==> config.mk <==
export PLATFORM = sky130hd
export DESIGN_NAME = pc_ctlr
export DESIGN_NICKNAME = d
export VERILOG_FILES = /design/src/rtl/pc_ctlr.sv
export SDC_FILE = /design/constraint.sdc
export NUM_CORES = 1
export LEC_CHECK = 0
export ABC_AREA = 1
export ABC_CLOCK_PERIOD_IN_PS = 5300
export CELL_PAD_IN_SITES_DETAIL_PLACEMENT = 1
export CELL_PAD_IN_SITES_GLOBAL_PLACEMENT = 1
export CORE_MARGIN = 8
export CORE_UTILIZATION = 38
export DETAILED_ROUTE_END_ITERATION = 10
export PLACE_DENSITY_LB_ADDON = 0.08
export SLEW_MARGIN = 20
export SYNTH_ARGS = -nofsm -noshare
export SYNTH_HDL_FRONTEND = slang
export SYNTH_SLANG_ARGS = --single-unit
export TNS_END_PERCENT = 10
==> constraint.sdc <==
create_clock -name clk -period 5.3 [get_ports clk]
set_input_delay 0.53 -clock clk [delete_from_list [all_inputs] [get_ports clk]]
set_output_delay 0.53 -clock clk [all_outputs]
set_load 0.005 [all_outputs]
==> src/rtl/pc_ctlr.sv <==
`default_nettype none
// ============================================================================
// Module   : pc_ctlr
// Purpose  : Program counter / fetch sequencer with misaligned-target trap.
// Revision : 1.0  initial release
// ============================================================================
module pc_ctlr #(
  parameter int                    XLEN         = 32,
  parameter logic [XLEN-1:0]       RESET_VECTOR = 32'h0000_0000,
  parameter logic [XLEN-1:0]       TRAP_VECTOR  = 32'h0000_0010,
  parameter int                    CNT_W        = 16
) (
  input  logic             clk,
  input  logic             rst,
  input  logic             pc_src,
  input  logic             jalr_sel,
  input  logic [XLEN-1:0]  imm,
  input  logic [XLEN-1:0]  rs1_data,
  input  logic             stall,
  input  logic             imem_ack,
  output logic             imem_req,
  output logic [XLEN-1:0]  pc,
  output logic [XLEN-1:0]  pc_plus4,
  output logic             commit,
  output logic             misalign_trap,
  output logic [XLEN-1:0]  trap_pc,
  output logic [CNT_W-1:0] taken_cnt
);

  localparam logic [1:0] S_FETCH = 2'd0;
  localparam logic [1:0] S_EXEC  = 2'd1;
  localparam logic [1:0] S_TRAP  = 2'd2;

  logic [1:0]       r_state;
  logic [1:0]       w_next_state;
  logic [XLEN-1:0]  r_pc;
  logic [XLEN-1:0]  r_trap_pc;
  logic [CNT_W-1:0] r_taken_cnt;
  logic [XLEN-1:0]  w_jalr_sum;
  logic [XLEN-1:0]  w_target;
  logic             w_misaligned;
  logic             w_exec_go;
  logic             w_taken;

  // JALR has priority over pc_src when the decoder asserts both.
  always_comb begin
    w_jalr_sum = rs1_data + imm;
    if (jalr_sel)
      w_target = {w_jalr_sum[XLEN-1:1], 1'b0};
    else if (pc_src)
      w_target = r_pc + imm;
    else
      w_target = r_pc + XLEN'(4);
  end

  assign w_misaligned = |w_target[1:0];
  assign w_exec_go    = (r_state == S_EXEC) && !stall;
  assign w_taken      = pc_src | jalr_sel;

  always_ff @(posedge clk) begin
    if (rst)
      r_state <= S_FETCH;
    else
      r_state <= w_next_state;
  end

  always_comb begin
    w_next_state = r_state;
    case (r_state)
      S_FETCH: if (imem_ack && !stall) w_next_state = S_EXEC;
      S_EXEC:  if (!stall) w_next_state = w_misaligned ? S_TRAP : S_FETCH;
      S_TRAP:  w_next_state = S_FETCH;
      default: w_next_state = S_FETCH;
    endcase
  end

  always_comb begin
    imem_req      = (r_state == S_FETCH);
    commit        = w_exec_go && !w_misaligned;
    misalign_trap = (r_state == S_TRAP);
  end

  always_ff @(posedge clk) begin
    if (rst) begin
      r_pc        <= RESET_VECTOR;
      r_trap_pc   <= '0;
      r_taken_cnt <= '0;
    end else if (w_exec_go) begin
      if (w_misaligned) begin
        r_trap_pc <= r_pc;
        r_pc      <= TRAP_VECTOR;
      end else begin
        r_pc <= w_target;
        if (w_taken && (r_taken_cnt != {CNT_W{1'b1}}))
          r_taken_cnt <= r_taken_cnt + 1'b1;
      end
    end
  end

  assign pc        = r_pc;
  assign pc_plus4  = r_pc + XLEN'(4);
  assign trap_pc   = r_trap_pc;
  assign taken_cnt = r_taken_cnt;

endmodule
`default_nettype wire

==> impl_metrics.ini, run 1 <==
[status]
status = complete, no violations

[global_routing]
grt_pass1_vias = 11900
grt_max_degree = 61
overflow = 0
grt_pass1_wl_mm = 64.7
grt_usage_pct = 26.9
antenna_found_initial = 0

[synthesis]
synth_edf_count = 0
synth_cell_type_count = 44
ys_warn_count = 0
synth-main-ff-cell = dfxtp_1
ys_seq_area_share_pct = 17.6
synth_area_mm2 = 0.00931
synth_nets = 1848
synthTopCellsByArea = nand2_1 (24%), dfxtp_1 (18%), inv_1 (13%)
async_flop_share_pct = 0
synthCells = 1713
avgSynthCellArea_um2 = 5.44
yosys.area.top_type_share_pct = 24.3
synth-seq-cells = 82
synth_top_area_cell = nand2_1

[timing]
tightest_slew_ns = 1.04
max_freq_mhz = 292
rsz0062_at_grt = no
slew_headroom_pct = 30.5
maxSlewViolCount = 0
post-route-min-period_ns = 3.43
finalSetupViolCount = 0
layout_worst_path_cycle_share_pct = 64.7
hold_viol = 0
fin_skew_ns = 0.00836
fin_setup_tns_ns = 0

[worst_setup_path]
arrival_ns = 2.90
endpoint_kind = output pin
slowest_delay_ns = 0.62
crit_path_cell_trace = nand2_1 > nor3_1 > nand2_1 > nor2_1 > xor2_1 > inv_1 > clkdlybuf4s50_1
slowest_stage = dfxtp_1
crit_path_start_kind = flip-flop
path_class = reg2out
required_ns = 4.77
path_common_cell = nand2_1
crit_fanout = 7

[clock_network]
clock_latency_ns = 0.34
cts.clk_slew.worst_paths_ns = 0.07
cts-resized-gates = 0
holdBufCountCts = 0
cts_sinks = 82
cts_tree = done
numCtsBuffers = 9
cts_max_level = 3
cts_setup_buffers = 0
cts_max_path_buffers = 2
cts_root_buf = clkbuf_16

[power_and_ir_drop]
p_seq_share_pct = 35.0
pwr-share-comb_pct = 32.8
p_switching_w = 0.000679
p_int_w = 0.00117
powerDensity_mw_per_mm2 = 158
ir_worst_vdd_mv = 0.123
clockPowerShare_pct = 32.2
finalPower_w = 0.00185
swShare_pct = 36.7
p_leak_nw = 5.95

[routing]
drt_first_pass_iters = 5
vias = 11500
drc_errors = 0
wl_per_cell_um = 18.7
viasPerCell = 5.22
wirelength_mm = 41.3
drt-initial-drc-count = 692
ant_nets = 0

[hold_path]
hold_class = reg2reg

[layout]
layout-drive-gt1-share_pct = 3.44
final_net_count = 2017
antenna_cells = 0
final_cell_count_no_fill = 2211
area_growth_syn_to_layout_pct = 25.8

[floorplanning]
initial_core_util_pct = 38.5
die_y_um = 173
die_area_mm2 = 0.0298
rows = 57
dieWidth_um = 173
io_pins = 185
core_mm2 = 0.0242

[place]
post-dp-hpwl_mm = 35.4
port_buffers = 184
dp.cells = 2195
place_congestion = 0.945

[run]
drv_cap = 0
[worst max-delay path, delay by kind of cell (launching register included)]
family / cells / cell delay, ns
AND/OR/NAND/NOR: 4 / 1.02
flip-flops: 1 / 0.62
buffers and inverters: 2 / 0.54
XOR/XNOR: 1 / 0.37
[layout make-up]
| type | count | area [um2] |
|---|---|---|
| Clock inverter | 6 | 46.3 |
| Fill cell | 3476 | 12500 |
| Tap cell | 324 | 405 |
| Multi-Input combinational cell | 1262 | 6240 |
| Clock buffer | 10 | 229 |
| Timing Repair Buffer | 189 | 1870 |
| Sequential cell | 82 | 1640 |
| Inverter | 338 | 1270 |
[placed cells by master (no fill, tap or decap), types with 2 or more instances in the layout]
cell type,instances
nor3b_1,2
fa_1,2
inv_2,2
o21ai_1,2
nand2_1,604
nor2_1,131
and2_1,4
nor3_2,3
xnor2_1,11
clkinvlp_4,2
dfxtp_1,82
or2_2,6
a21oi_1,121
nor3_1,36
clkinv_1,3
xor2_1,19
o21bai_1,4
o211ai_1,5
nor4_1,4
buf_4,5
nor2_2,4
nand4_1,12
nand3_1,133
nand3b_1,3
o21ai_0,58
inv_4,2
a21o_1,2
clkbuf_16,9
inv_1,331
nand2_2,2
inv_6,3
clkdlybuf4s50_1,183
o2111ai_1,2
a21oi_2,19
ha_1,63
[per-layer routing]
layer / global-route usage [%] / vias to the layer above / routed length [um]
li1: - / 5667 / -
met5: 0 / - / 0
met1: 32.2 / 5415 / 17600
met2: 47.3 / 382 / 19800
met4: 10.3 / 0 / 1460
met3: 4.70 / 69 / 2530
[worst paths after layout]
kind,startpoint,slack (ns),cells after the start,to
worst max-delay path,pc[12]$_SDFFE_PP0P_,1.87,7,pc_plus4[13]
worst min-delay path,taken_cnt[4]$_SDFFE_PP0P_,0.50,1,taken_cnt[4]$_SDFFE_PP0P_
worst max register to register,pc[0]$_SDFFE_PP0P_,2.66,9,pc[14]$_SDFFE_PP0P_
worst min register to register,taken_cnt[4]$_SDFFE_PP0P_,0.50,1,taken_cnt[4]$_SDFFE_PP0P_
[state kept, by name, summed over array words and instances (netlist names)]
register and cells:
pc 32, trap_pc 32, taken_cnt 16, r_state 2
[Yosys cell counts (2+ instances only)]
cell type and count:
a21o_1 2, a21oi_1 121, a21oi_2 19, and2_1 4, buf_2 5, buf_4 2, buf_6 4, clkbuf_1 19
clkinv_1 2, dfxtp_1 82, fa_1 2, ha_1 63, inv_1 332, inv_2 2, inv_4 2, nand2_1 604
nand2_2 2, nand3_1 133, nand3b_1 3, nand4_1 12, nor2_1 132, nor2_2 4, nor3_1 36, nor3_2 3
nor3b_1 2, nor4_1 4, o2111ai_1 2, o211ai_1 5, o21ai_0 58, o21ai_1 2, o21bai_1 4, or2_2 6
xnor2_1 11, xor2_1 19
[kinds of logic after synthesis]
family / share of synthesized area (%)
compound gates: 13.0
simple gates: 42.3
fa+ha+maj: 8.90
flops: 17.6
xor+xnor: 2.82
buf+inv: 15.4
[through the flow]
stage                     util, %  area, um2  worst slack [ns]  hold WS [ns]
after floorplan                 -       9310              3.04         0.470
after global placement       47.3      11400              1.85         0.484
after detailed placement     47.3      11400              2.00         0.488
after CTS                    48.4      11700              1.92         0.507
after global routing         48.4      11700              1.67         0.544
final                        48.4      11700              1.87         0.503
[power groups by stage]
stage               combinational (W)  clock, W  sequential (W)
floorplan                    0.000355         0        0.000654
finish                       0.000607  0.000597        0.000648
detailed placement           0.000602         0        0.000662
CTS                          0.000606  0.000605        0.000648
global route                 0.000672  0.000628        0.000649
global placement             0.000589         0        0.000661
Power figures use the tool's default switching activity.
==> run 2, diff against run 1 <==
- ABC_CLOCK_PERIOD_IN_PS: 5300 -> 3000
- CORE_UTILIZATION: 38 -> 32
- clock period: 5.3 -> 3 ns (I/O delays scaled with it)
==> run 2 against run 1 <==
Effect of this change:
- clock power grew 89%
- hold slack lost 0.0029 ns
- critical path depth shrank 1
- cell area grew 3.2%
==> impl_metrics.ini, run 2 (synthesis results as in run 1) <==
[status]
status = complete, no violations

[layout]
layout_common_cells = nand2_1 (603), inv_1 (332), clkdlybuf4s50_1 (184), nand3_1 (133), nor2_1 (127)
regArea_mm2 = 0.00164
multiInputGateArea_mm2 = 0.00626
final_net_count = 2051
final_common_cell = nand2_1
layout-drive-gt1-share_pct = 5.57
antenna_cells = 0
post-route-util_pct = 42.1
area_growth_syn_to_layout_pct = 29.9
final_cell_count_no_fill = 2305
fillers = 4006

[routing]
drc_errors = 0
vias = 11400
viasPerCell = 4.95
wirelength_mm = 42.3
ant_nets = 0
drt_first_pass_iters = 5
drt-initial-drc-count = 559
wl_per_cell_um = 18.3

[global_routing]
overflow = 0
grt_max_degree = 57
antenna_found_initial = 0
grt_usage_pct = 23.6
grt_pass1_wl_mm = 65.6
grt_pass1_vias = 11500

[timing]
rsz0062_at_grt = yes
slew_headroom_pct = 63.0
fin_skew_ns = 0.0112
finalSetupViolCount = 0
maxSlewViolCount = 0
post-route-min-period_ns = 3.00
holdWs_ns = 0.500
layout_worst_path_cycle_share_pct = 100
tightest_slew_ns = 0.555
max_freq_mhz = 333
setup_ws_ns = 0.000215
hold_viol = 0

[floorplanning]
dieWidth_um = 187
die_y_um = 187
initial_core_util_pct = 32.4
die_area_mm2 = 0.0348
core_mm2 = 0.0287
rows = 62
io_pins = 185

[clock_network]
cts_max_level = 3
cts_tree = done
cts.clk_slew.worst_paths_ns = 0.08
cts_setup_buffers = 0
cts_max_path_buffers = 2
clock_latency_ns = 0.35
cts_sinks = 82
numCtsBuffers = 9
cts_root_buf = clkbuf_16

[worst_setup_path]
arrival_ns = 2.70
required_ns = 2.70
endpoint_kind = output pin
crit_fanout = 6
ff2ff_setup_slack_ns = 0.62
crit_path_start_kind = flip-flop
path_class = reg2out

[place]
pre_cts_slack_ns = 0.207
dp.cells = 2289
place_congestion = 0.931
post-dp-hpwl_mm = 36.0
port_buffers = 184

[power_and_ir_drop]
finalPower_w = 0.00336
ir_worst_vdd_mv = 0.256
p_leak_nw = 6.13
powerDensity_mw_per_mm2 = 278

[hold_path]
hold_class = reg2reg

[run]
drv_cap = 0
## run 2: worst paths after layout
path                               end  cells past startpoint                      start
max                       pc_plus4[12]                      6         pc[7]$_SDFFE_PP0P_
min          taken_cnt[4]$_SDFFE_PP0P_                      1  taken_cnt[4]$_SDFFE_PP0P_
max reg2reg        pc[29]$_SDFFE_PP0P_                     13        pc[10]$_SDFFE_PP0P_
min reg2reg  taken_cnt[4]$_SDFFE_PP0P_                      1  taken_cnt[4]$_SDFFE_PP0P_
## run 2: where the power goes
part           switching [W]  internal (W)  leakage (nW)
registers          0.0000235       0.00111         0.663
logic               0.000687      0.000411          5.34
clock network       0.000549      0.000576         0.135
total                0.00126       0.00210          6.13
## run 2: area by class of cell
| cell class | instances | area share [%] |
|---|---|---|
| clock buffers | 9 | 1.86 |
| clock inverters | 7 | 0.476 |
| inverters | 338 | 10.5 |
| multi-input cells | 1262 | 51.8 |
| flip-flops and latches | 82 | 13.6 |
| well taps | 384 | 3.97 |
| repair buffers | 223 | 17.8 |
## run 2: metrics by stage
stage	instance area, um2	TNS, ns
floorplan	9310	0
global placement	11800	0
detailed placement	11800	0
CTS	12100	0
global route	12100	-0.0807
finish	12100	0
## run 2: routing by layer
layer | part of all wire (%) | GRT usage [%] | vias up
met3 | 4.1 | 3.62 | 36
li1 | - | - | 5740
met1 | 46 | 29.6 | 5398
met4 | 2.2 | 5.83 | 0
met5 | 0 | 0 | -
met2 | 48 | 41.5 | 244
## run 2: what timing repair did
item	4_1_cts	5_1_grt
hold buffers	0	0
resized for setup	2	6
endpoints found under the setup margin	1	10
## run 2: worst max-delay path, stage by stage, from the launching register on
cell	delay, ns
dfxtp_1	0.44
nand2_1	0.13
nor2_1	0.27
nand2_2	0.21
nor2_2	0.28
xor2_1	0.41
clkdlybuf4s50_1	0.60
